## config.mk

```make
export PLATFORM = sky130hd
export DESIGN_NAME = mips_muldiv_unit
export DESIGN_NICKNAME = d
export VERILOG_FILES = /design/src/rtl/mips_muldiv_unit.sv
export SDC_FILE = /design/constraint.sdc
export NUM_CORES = 1
export LEC_CHECK = 0
export ABC_AREA = 1
export CAP_MARGIN = 10
export CORE_MARGIN = 8
export CORE_UTILIZATION = 40
export CTS_CLUSTER_SIZE = 24
export DETAILED_ROUTE_END_ITERATION = 12
export PLACE_DENSITY_LB_ADDON = 0.25
export SETUP_SLACK_MARGIN = 0.02
export SLEW_MARGIN = 20
export SYNTH_ARGS = -nofsm -noshare
export SYNTH_HDL_FRONTEND = slang
export SYNTH_SLANG_ARGS = --single-unit
export TNS_END_PERCENT = 50
```

## constraint.sdc

```tcl
create_clock -name clk -period 5.1 [get_ports clk]
set_clock_uncertainty 0.15 [all_clocks]
set_input_delay 0.51 -clock clk [delete_from_list [all_inputs] [get_ports clk]]
set_output_delay 0.51 -clock clk [all_outputs]
set_load 0.005 [all_outputs]
```

## src/rtl/mips_muldiv_unit.sv

```systemverilog
// Iterative radix-2 multiply/divide unit holding the architectural HI/LO pair.
// One product or quotient bit per enabled cycle; sign fix-up happens in a final FIX cycle.
module mips_muldiv_unit #(
  parameter int WIDTH = 32
) (
  input  logic             clk,
  input  logic             reset,
  input  logic             clk_enable,
  input  logic             start,
  input  logic [2:0]       op,
  input  logic [WIDTH-1:0] a,
  input  logic [WIDTH-1:0] b,
  output logic             busy,
  output logic             done,
  output logic             div_by_zero,
  output logic [WIDTH-1:0] hi,
  output logic [WIDTH-1:0] lo
);

  localparam int CW = $clog2(WIDTH + 1);

  localparam logic [2:0] OP_MULT  = 3'b000;
  localparam logic [2:0] OP_MULTU = 3'b001;
  localparam logic [2:0] OP_DIV   = 3'b010;
  localparam logic [2:0] OP_DIVU  = 3'b011;
  localparam logic [2:0] OP_MTHI  = 3'b100;
  localparam logic [2:0] OP_MTLO  = 3'b101;

  typedef enum logic [1:0] {IDLE, MUL, DIV, FIX} state_t;

  state_t state, state_next;

  logic [CW-1:0]    count;
  logic [WIDTH-1:0] opnd;     // multiplicand or divisor magnitude
  logic [WIDTH-1:0] acc_hi;   // upper partial product or running remainder
  logic [WIDTH-1:0] acc_lo;   // multiplier bits / dividend bits being replaced by quotient bits
  logic             is_div;
  logic             neg_lo;
  logic             neg_hi;

  logic             op_signed;
  logic             a_neg;
  logic             b_neg;
  logic [WIDTH-1:0] a_mag;
  logic [WIDTH-1:0] b_mag;
  logic             b_zero;
  logic             last_iter;
  logic [WIDTH:0]   mul_sum;
  logic [WIDTH:0]   div_shift;
  logic [WIDTH:0]   div_diff;
  logic             div_ok;
  logic [2*WIDTH-1:0] prod;
  logic [2*WIDTH-1:0] prod_fix;

  // Odd opcodes (MULTU, DIVU) are the unsigned flavours.
  assign op_signed = ~op[0];
  assign a_neg     = op_signed & a[WIDTH-1];
  assign b_neg     = op_signed & b[WIDTH-1];
  assign a_mag     = a_neg ? -a : a;
  assign b_mag     = b_neg ? -b : b;
  assign b_zero    = (b == '0);
  assign last_iter = (count == CW'(WIDTH - 1));

  assign mul_sum   = {1'b0, acc_hi} + (acc_lo[0] ? {1'b0, opnd} : '0);
  // The remainder is always below the divisor, so a borrow out of the top bit means "restore".
  assign div_shift = {acc_hi, acc_lo[WIDTH-1]};
  assign div_diff  = div_shift - {1'b0, opnd};
  assign div_ok    = ~div_diff[WIDTH];

  assign prod      = {acc_hi, acc_lo};
  assign prod_fix  = neg_lo ? -prod : prod;

  assign busy      = (state != IDLE);

  always_ff @(posedge clk or negedge reset) begin
    if (!reset)           state <= IDLE;
    else if (clk_enable)  state <= state_next;
  end

  // NOTE: every combinational output gets a default before the case, so no path leaves it unassigned and no latch is inferred.
  always_comb begin
    state_next = state;
    unique case (state)
      IDLE: if (start && !op[2] && !(op[1] && b_zero))
              state_next = op[1] ? DIV : MUL;
      MUL,
      DIV:  if (last_iter) state_next = FIX;
      FIX:  state_next = IDLE;
      default: state_next = IDLE;
    endcase
  end

  // NOTE: state registers use non-blocking assignments so every register samples pre-edge values regardless of statement order.
  always_ff @(posedge clk or negedge reset) begin
    if (!reset) begin
      hi          <= '0;
      lo          <= '0;
      done        <= 1'b0;
      div_by_zero <= 1'b0;
      count       <= '0;
      opnd        <= '0;
      acc_hi      <= '0;
      acc_lo      <= '0;
      is_div      <= 1'b0;
      neg_lo      <= 1'b0;
      neg_hi      <= 1'b0;
    end else if (clk_enable) begin
      done        <= 1'b0;
      div_by_zero <= 1'b0;
      unique case (state)
        IDLE: if (start) begin
          unique case (op)
            OP_MULT, OP_MULTU: begin
              opnd   <= a_mag;
              acc_hi <= '0;
              acc_lo <= b_mag;
              neg_lo <= a_neg ^ b_neg;
              neg_hi <= a_neg ^ b_neg;
              is_div <= 1'b0;
              count  <= '0;
            end
            OP_DIV, OP_DIVU: begin
              if (b_zero) begin
                hi          <= a;
                lo          <= '1;
                done        <= 1'b1;
                div_by_zero <= 1'b1;
              end else begin
                opnd   <= b_mag;
                acc_hi <= '0;
                acc_lo <= a_mag;
                neg_lo <= a_neg ^ b_neg;
                neg_hi <= a_neg;
                is_div <= 1'b1;
                count  <= '0;
              end
            end
            OP_MTHI: begin
              hi   <= a;
              done <= 1'b1;
            end
            OP_MTLO: begin
              lo   <= a;
              done <= 1'b1;
            end
            default: ;
          endcase
        end
        MUL: begin
          acc_hi <= mul_sum[WIDTH:1];
          acc_lo <= {mul_sum[0], acc_lo[WIDTH-1:1]};
          count  <= count + 1'b1;
        end
        DIV: begin
          acc_hi <= div_ok ? div_diff[WIDTH-1:0] : div_shift[WIDTH-1:0];
          acc_lo <= {acc_lo[WIDTH-2:0], div_ok};
          count  <= count + 1'b1;
        end
        FIX: begin
          if (is_div) begin
            hi <= neg_hi ? -acc_hi : acc_hi;
            lo <= neg_lo ? -acc_lo : acc_lo;
          end else begin
            {hi, lo} <= prod_fix;
          end
          done <= 1'b1;
        end
        default: ;
      endcase
    end
  end

endmodule

```

# Yosys cells after proc, flatten, opt, wreduce, memory -nomap -nowiden
# Index checks and enable logic that the tools add are counted.
# word_totals
reg_bits	173
out_inout_bits	67
# classes
n_addsub	8
n_eq_ne	18
mux	48
bitwise_logic	5
n_reduce_logical	23
# op_table
cell	count
$mux 32	17
$pmux 32 s2	7
$pmux 32 s3	2
$neg 32->32	4
$mux 64	1
$neg 64->64	1
$add 32x32->33	1
$sub 33x32->33	1
$logic_not 32->1	1
$reduce_and 5->1	5
$pmux 6 s2	2
$mux 6	2
$pmux 1 s2	5
$ne 3x2->1 const B	3
$mux 1	8
$reduce_bool 2->1	4
$reduce_or 2->1	4
$add 6x1->6 const B	1
$eq 3x2->1 const B	2
$eq 3x3->1 const B	2
$eq 6x5->1 const B	1
$mux 2	3
$ne 2x2->1 const B	3
$ne 3x3->1 const B	2
other kinds (14)	20

# Depth between registers and ports, before layout
# depth
word_depth	7
depth_mapped	20

# Least setup slack after synthesis
# No wires, ideal clock.
# synth_path
path_type	reg-to-reg
start	reg acc_lo[0]
end	reg acc_hi[23]
setup_ns	0.117
t_arrival_ns	2.550
path_slack_ns	2.283
stages_incl_launch_ff	20
path_buffers	2
synth_period_minus_slack_ns	2.817
path_cell_list	dfrtp_1 > buf_2 > clkbuf_1 > nand2_1 > inv_1 > ha_1 > inv_1 > fa_1 > inv_1 > nand2_1 > o21ai_0 > inv_1 > o21bai_1 > nand2_1 > nand3_1 > nand2_1 > nand3_1 > nand2_1 > nand2_1 > nand2_1
# synth_via
elab_chain_cells	3
# synth_rtl
item	line_no	rtl
start: declaration	36	logic [WIDTH-1:0] acc_lo;
start signal: assignment	116	acc_lo <= b_mag;
start signal: assignment	131	acc_lo <= a_mag;
start signal: assignment	151	acc_lo <= {mul_sum[0], acc_lo[WIDTH-1:1]};
$mux 32	64	assign mul_sum = {1'b0, acc_hi} + (acc_lo[0] ? {1'b0, opnd} : '0);
$add 32x32->33	64	
$pmux 32 s3	110	unique case (state)
end signal: assignment	150	acc_hi <= mul_sum[WIDTH:1];
end signal: assignment	155	acc_hi <= div_ok ? div_diff[WIDTH-1:0] : div_shift[WIDTH-1:0];
end: declaration	35	logic [WIDTH-1:0] acc_hi;
# No other way between the ends.
# A chain may end at the register's enable or synchronous reset.

# Worst setup path in the final report
# layout_path
start	reg state[1]
end	reg hi[31]
# layout_via
elab_chain_cells	3
word_cells_on_any_way	8
classes_between	eq/ne: 4; mux: 1; reduce/logical: 3
# layout_rtl
item	line_no	rtl
start: declaration	31	state_t state, state_next;
start signal: assignment	77	else if (clk_enable) state <= state_next;
$logic_not 2->1 / $eq 2x2->1 (equally long branches)	110	
$ne 3x2->1 (no line), or another cell as far along	--	
$reduce_and 5->1 (no line)	--	
end signal: assignment	161	hi <= neg_hi ? -acc_hi : acc_hi;
end signal: assignment	164	{hi, lo} <= prod_fix;
end: declaration	16	output logic [WIDTH-1:0] hi,
# Parallel ways exist; a longest one is shown, timed or not.

==> impl_metrics.yaml <==
outcome:
  outcome: "completed"
finish:
  final_nets: 3517
  finalInstanceArea_mm2: 0.0214
  syn_to_final_growth_pct: 12.9
  fill_cells: 5133
  multi_input_area_mm2: 0.0125
  regArea_mm2: 0.00433
  drive_gt1_frac: 0.0340
  fin_cells: 3988
  diodes: 0
  final_util: 0.458
power:
  p_total_mw: 14.5
  clkPwrFrac: 0.098
  comb_power_share: 0.711
  swShare: 0.587
  netSwitchingPower_mw: 8.49
  p_leak_nw: 11.0
  p_int_mw: 5.98
  max-vdd-ir-drop_uv: 536
  p_seq_frac: 0.191
  power.density_mw_per_mm2: 676
worst_setup_path:
  max_stage_delay_ns: 0.62
  crit_fanout: 53
  setup.worst_path.start_class: "flop"
  rr_startpoint: "state[1]"
  critPathTopFamily: "buffers and inverters"
  rr_endpoint: "hi[31]"
  ff2ff_setup_slack_ns: 1.19
  rr_worst_depth: 12
  crit_buf_inv: 4
  critPathKind: "flop to flop"
  crit_chain: "inv_1 -> ha_1 -> inv_1 -> buf_4 -> nand2_1 -> nor2_1 -> nand2_2 -> nor2_4 -> inv_2 -> a21oi_1 -> o21ai_1 -> nand2_1"
  crit_path_start: "state[1]"
  crit_arrival_ns: 4.17
  crit_required_ns: 5.36
  crit_slowest_cell: "a21oi_1"
  crit_path_end_kind: "flop"
route:
  finalWirelength_mm: 83.4
  vias: 22400
  drc_errors: 0
  drt_first_pass_iters: 6
  vias_per_cell: 5.61
  final_antenna_net_count: 0
  wl_per_cell_um: 20.9
  drt_iter0_drc: 2898
global_route:
  grt_pass1_vias: 20900
  grt_max_degree: 102
  overflow: 0
  antenna_found_initial: 0
  grt_pass1_wl_mm: 125
  grt_use_total: 0.301
timing:
  finalCritPeriodShare: 0.767
  fmax_mhz: 256
  slew_headroom: 0.365
  worst_pin_slew_ns: 0.951
  holdWs_ns: 0.326
  setup_viol: 0
  finalCriticalPeriod_ns: 3.91
  setup_slack_ns: 1.19
  setup_tns_ns: 0
  hold_viol_final: 0
  drv_slew: 0
  rsz0062_at_grt: "no"
die:
  rows: 79
  io_pins: 138
  die_area_mm2: 0.0546
  start_util: 0.406
  die_w_um: 234
  die_h_um: 234
  core_mm2: 0.0467
min_path:
  worstHoldPathType: "flop to flop"
  min_from: "hi[22]"
  min_to: "hi[22]"
  hold_path_depth: 2
synthesis:
  yosysTopAreaCell: "nand2_1"
  avgSynthCellArea_um2: 5.74
  ys_seq_elements: 173
  ys_types: 52
  syn_area_mm2: 0.0189
  synth_fp_nets: 3449
  synth_edf_count: 0
  yosysMostFrequentCell: "nand2_1"
  syn_inst: 3300
  synthTopCellsByCount: "nand2_1, inv_1, nand3_1, nor2_1, o21ai_0"
  ys_top_cells_by_area: "nand2_1, dfrtp_1, nand3_1"
  ys.flop_type: "dfrtp_1"
  synthArstFlopShare: 1.00
  seq_area_frac_synth: 0.229
  synth.top_cell.area_share: 0.234
  yosysWarnings: 0
cts:
  clkTransAtPathRegs_ns: 0.08
  htreeDepth: 4
  cts_sinks: 173
  cts_tree: "done"
  cts_setup_buffers: 0
  cts_made_buffers: 17
  clk_latency_ns: 0.49
  cts_root_buffer: "clkbuf_16"
  post_cts_resized: 0
  postCtsHoldBufs: 1
  cts_buffer_depth: 2
place:
  place.port_buffers: 137
  placed_area_mm2: 0.0208
  dp.cells: 3955
  place.gp.congestion: 1.07
  post-dp-hpwl_mm: 67.0
  dp_slack_ns: 1.11
run:
  maxCapViolCount: 0
## worst reg2reg max path, stage by stage, from the launching register on
cell,delay (ns)
dfrtp_1,0.40
inv_1,0.08
ha_1,0.53
inv_1,0.12
buf_4,0.31
nand2_1,0.18
nor2_1,0.24
nand2_2,0.10
nor2_4,0.35
inv_2,0.49
a21oi_1,0.63
o21ai_1,0.16
nand2_1,0.09
## sequential cells by signal, summed over array words and instances (netlist names)
signal,cells
done,1
hi,32
is_div,1
lo,32
div_by_zero,1
acc_lo,32
neg_lo,1
count,6
neg_hi,1
opnd,32
state,2
acc_hi,32
## layer usage
metal | vias up | global-route usage | share of wire | wire [um]
li1 | 10800 | - | - | -
met1 | 10300 | 0.386 | 0.41 | 33900
met5 | - | 0 | 0 | 0
met3 | 225 | 0.0656 | 0.094 | 7840
met4 | 0 | 0.161 | 0.058 | 4850
met2 | 1091 | 0.471 | 0.44 | 36800
## worst max-delay path by stage
stage / endpoint / slack [ns] / cells past startpoint
2_1_floorplan: acc_hi[23] / 2.28 / 19
3_3_place_gp: lo[31] / 1.09 / 10
3_5_place_dp: lo[31] / 1.11 / 10
4_1_cts: hi[31] / 1.33 / 12
5_1_grt: hi[31] / 1.04 / 12
6_report: hi[31] / 1.19 / 12
## layout by cell type (no fill, tap or decap), types with 50 or more instances in the layout
master	Yosys	routed
nand3_1	338	338
nand2_1	1179	1179
xor2_1	50	50
clkdlybuf4s50_1	0	136
a21oi_1	139	139
o21ai_0	201	201
nor2_1	292	290
dfrtp_1	173	173
inv_1	403	403
ha_1	76	74
## power groups by stage
stage	Clock [mW]	Sequential, mW	Combinational, mW
2_1_floorplan	0	2.43	6.92
3_3_place_gp	0	2.76	10.0
3_5_place_dp	0	2.76	10.0
4_1_cts	1.44	2.74	10.1
5_1_grt	1.48	2.82	11.4
6_report	1.42	2.76	10.3
## cell type report
class,instances,area share
multi-input combinational,2600,0.587
sequential,173,0.202
timing repair buffer,161,0.0734
inverter,415,0.0729
tap,607,0.0355
clock buffer,17,0.0199
clock inverter,15,0.00913
## cell families (layout without fill, tap and decap cells)
family / count (synthesis) / count (layout) / share of synthesized area
compound gates: 493 / 493 / 0.147
xor+xnor: 60 / 60 / 0.0278
fa+ha+maj: 78 / 78 / 0.0523
buf+inv: 527 / 608 / 0.110
flops: 173 / 173 / 0.229
mux: 1 / 1 / 0.000529
simple gates: 1968 / 1968 / 0.435
Power figures use the tool's default switching activity.
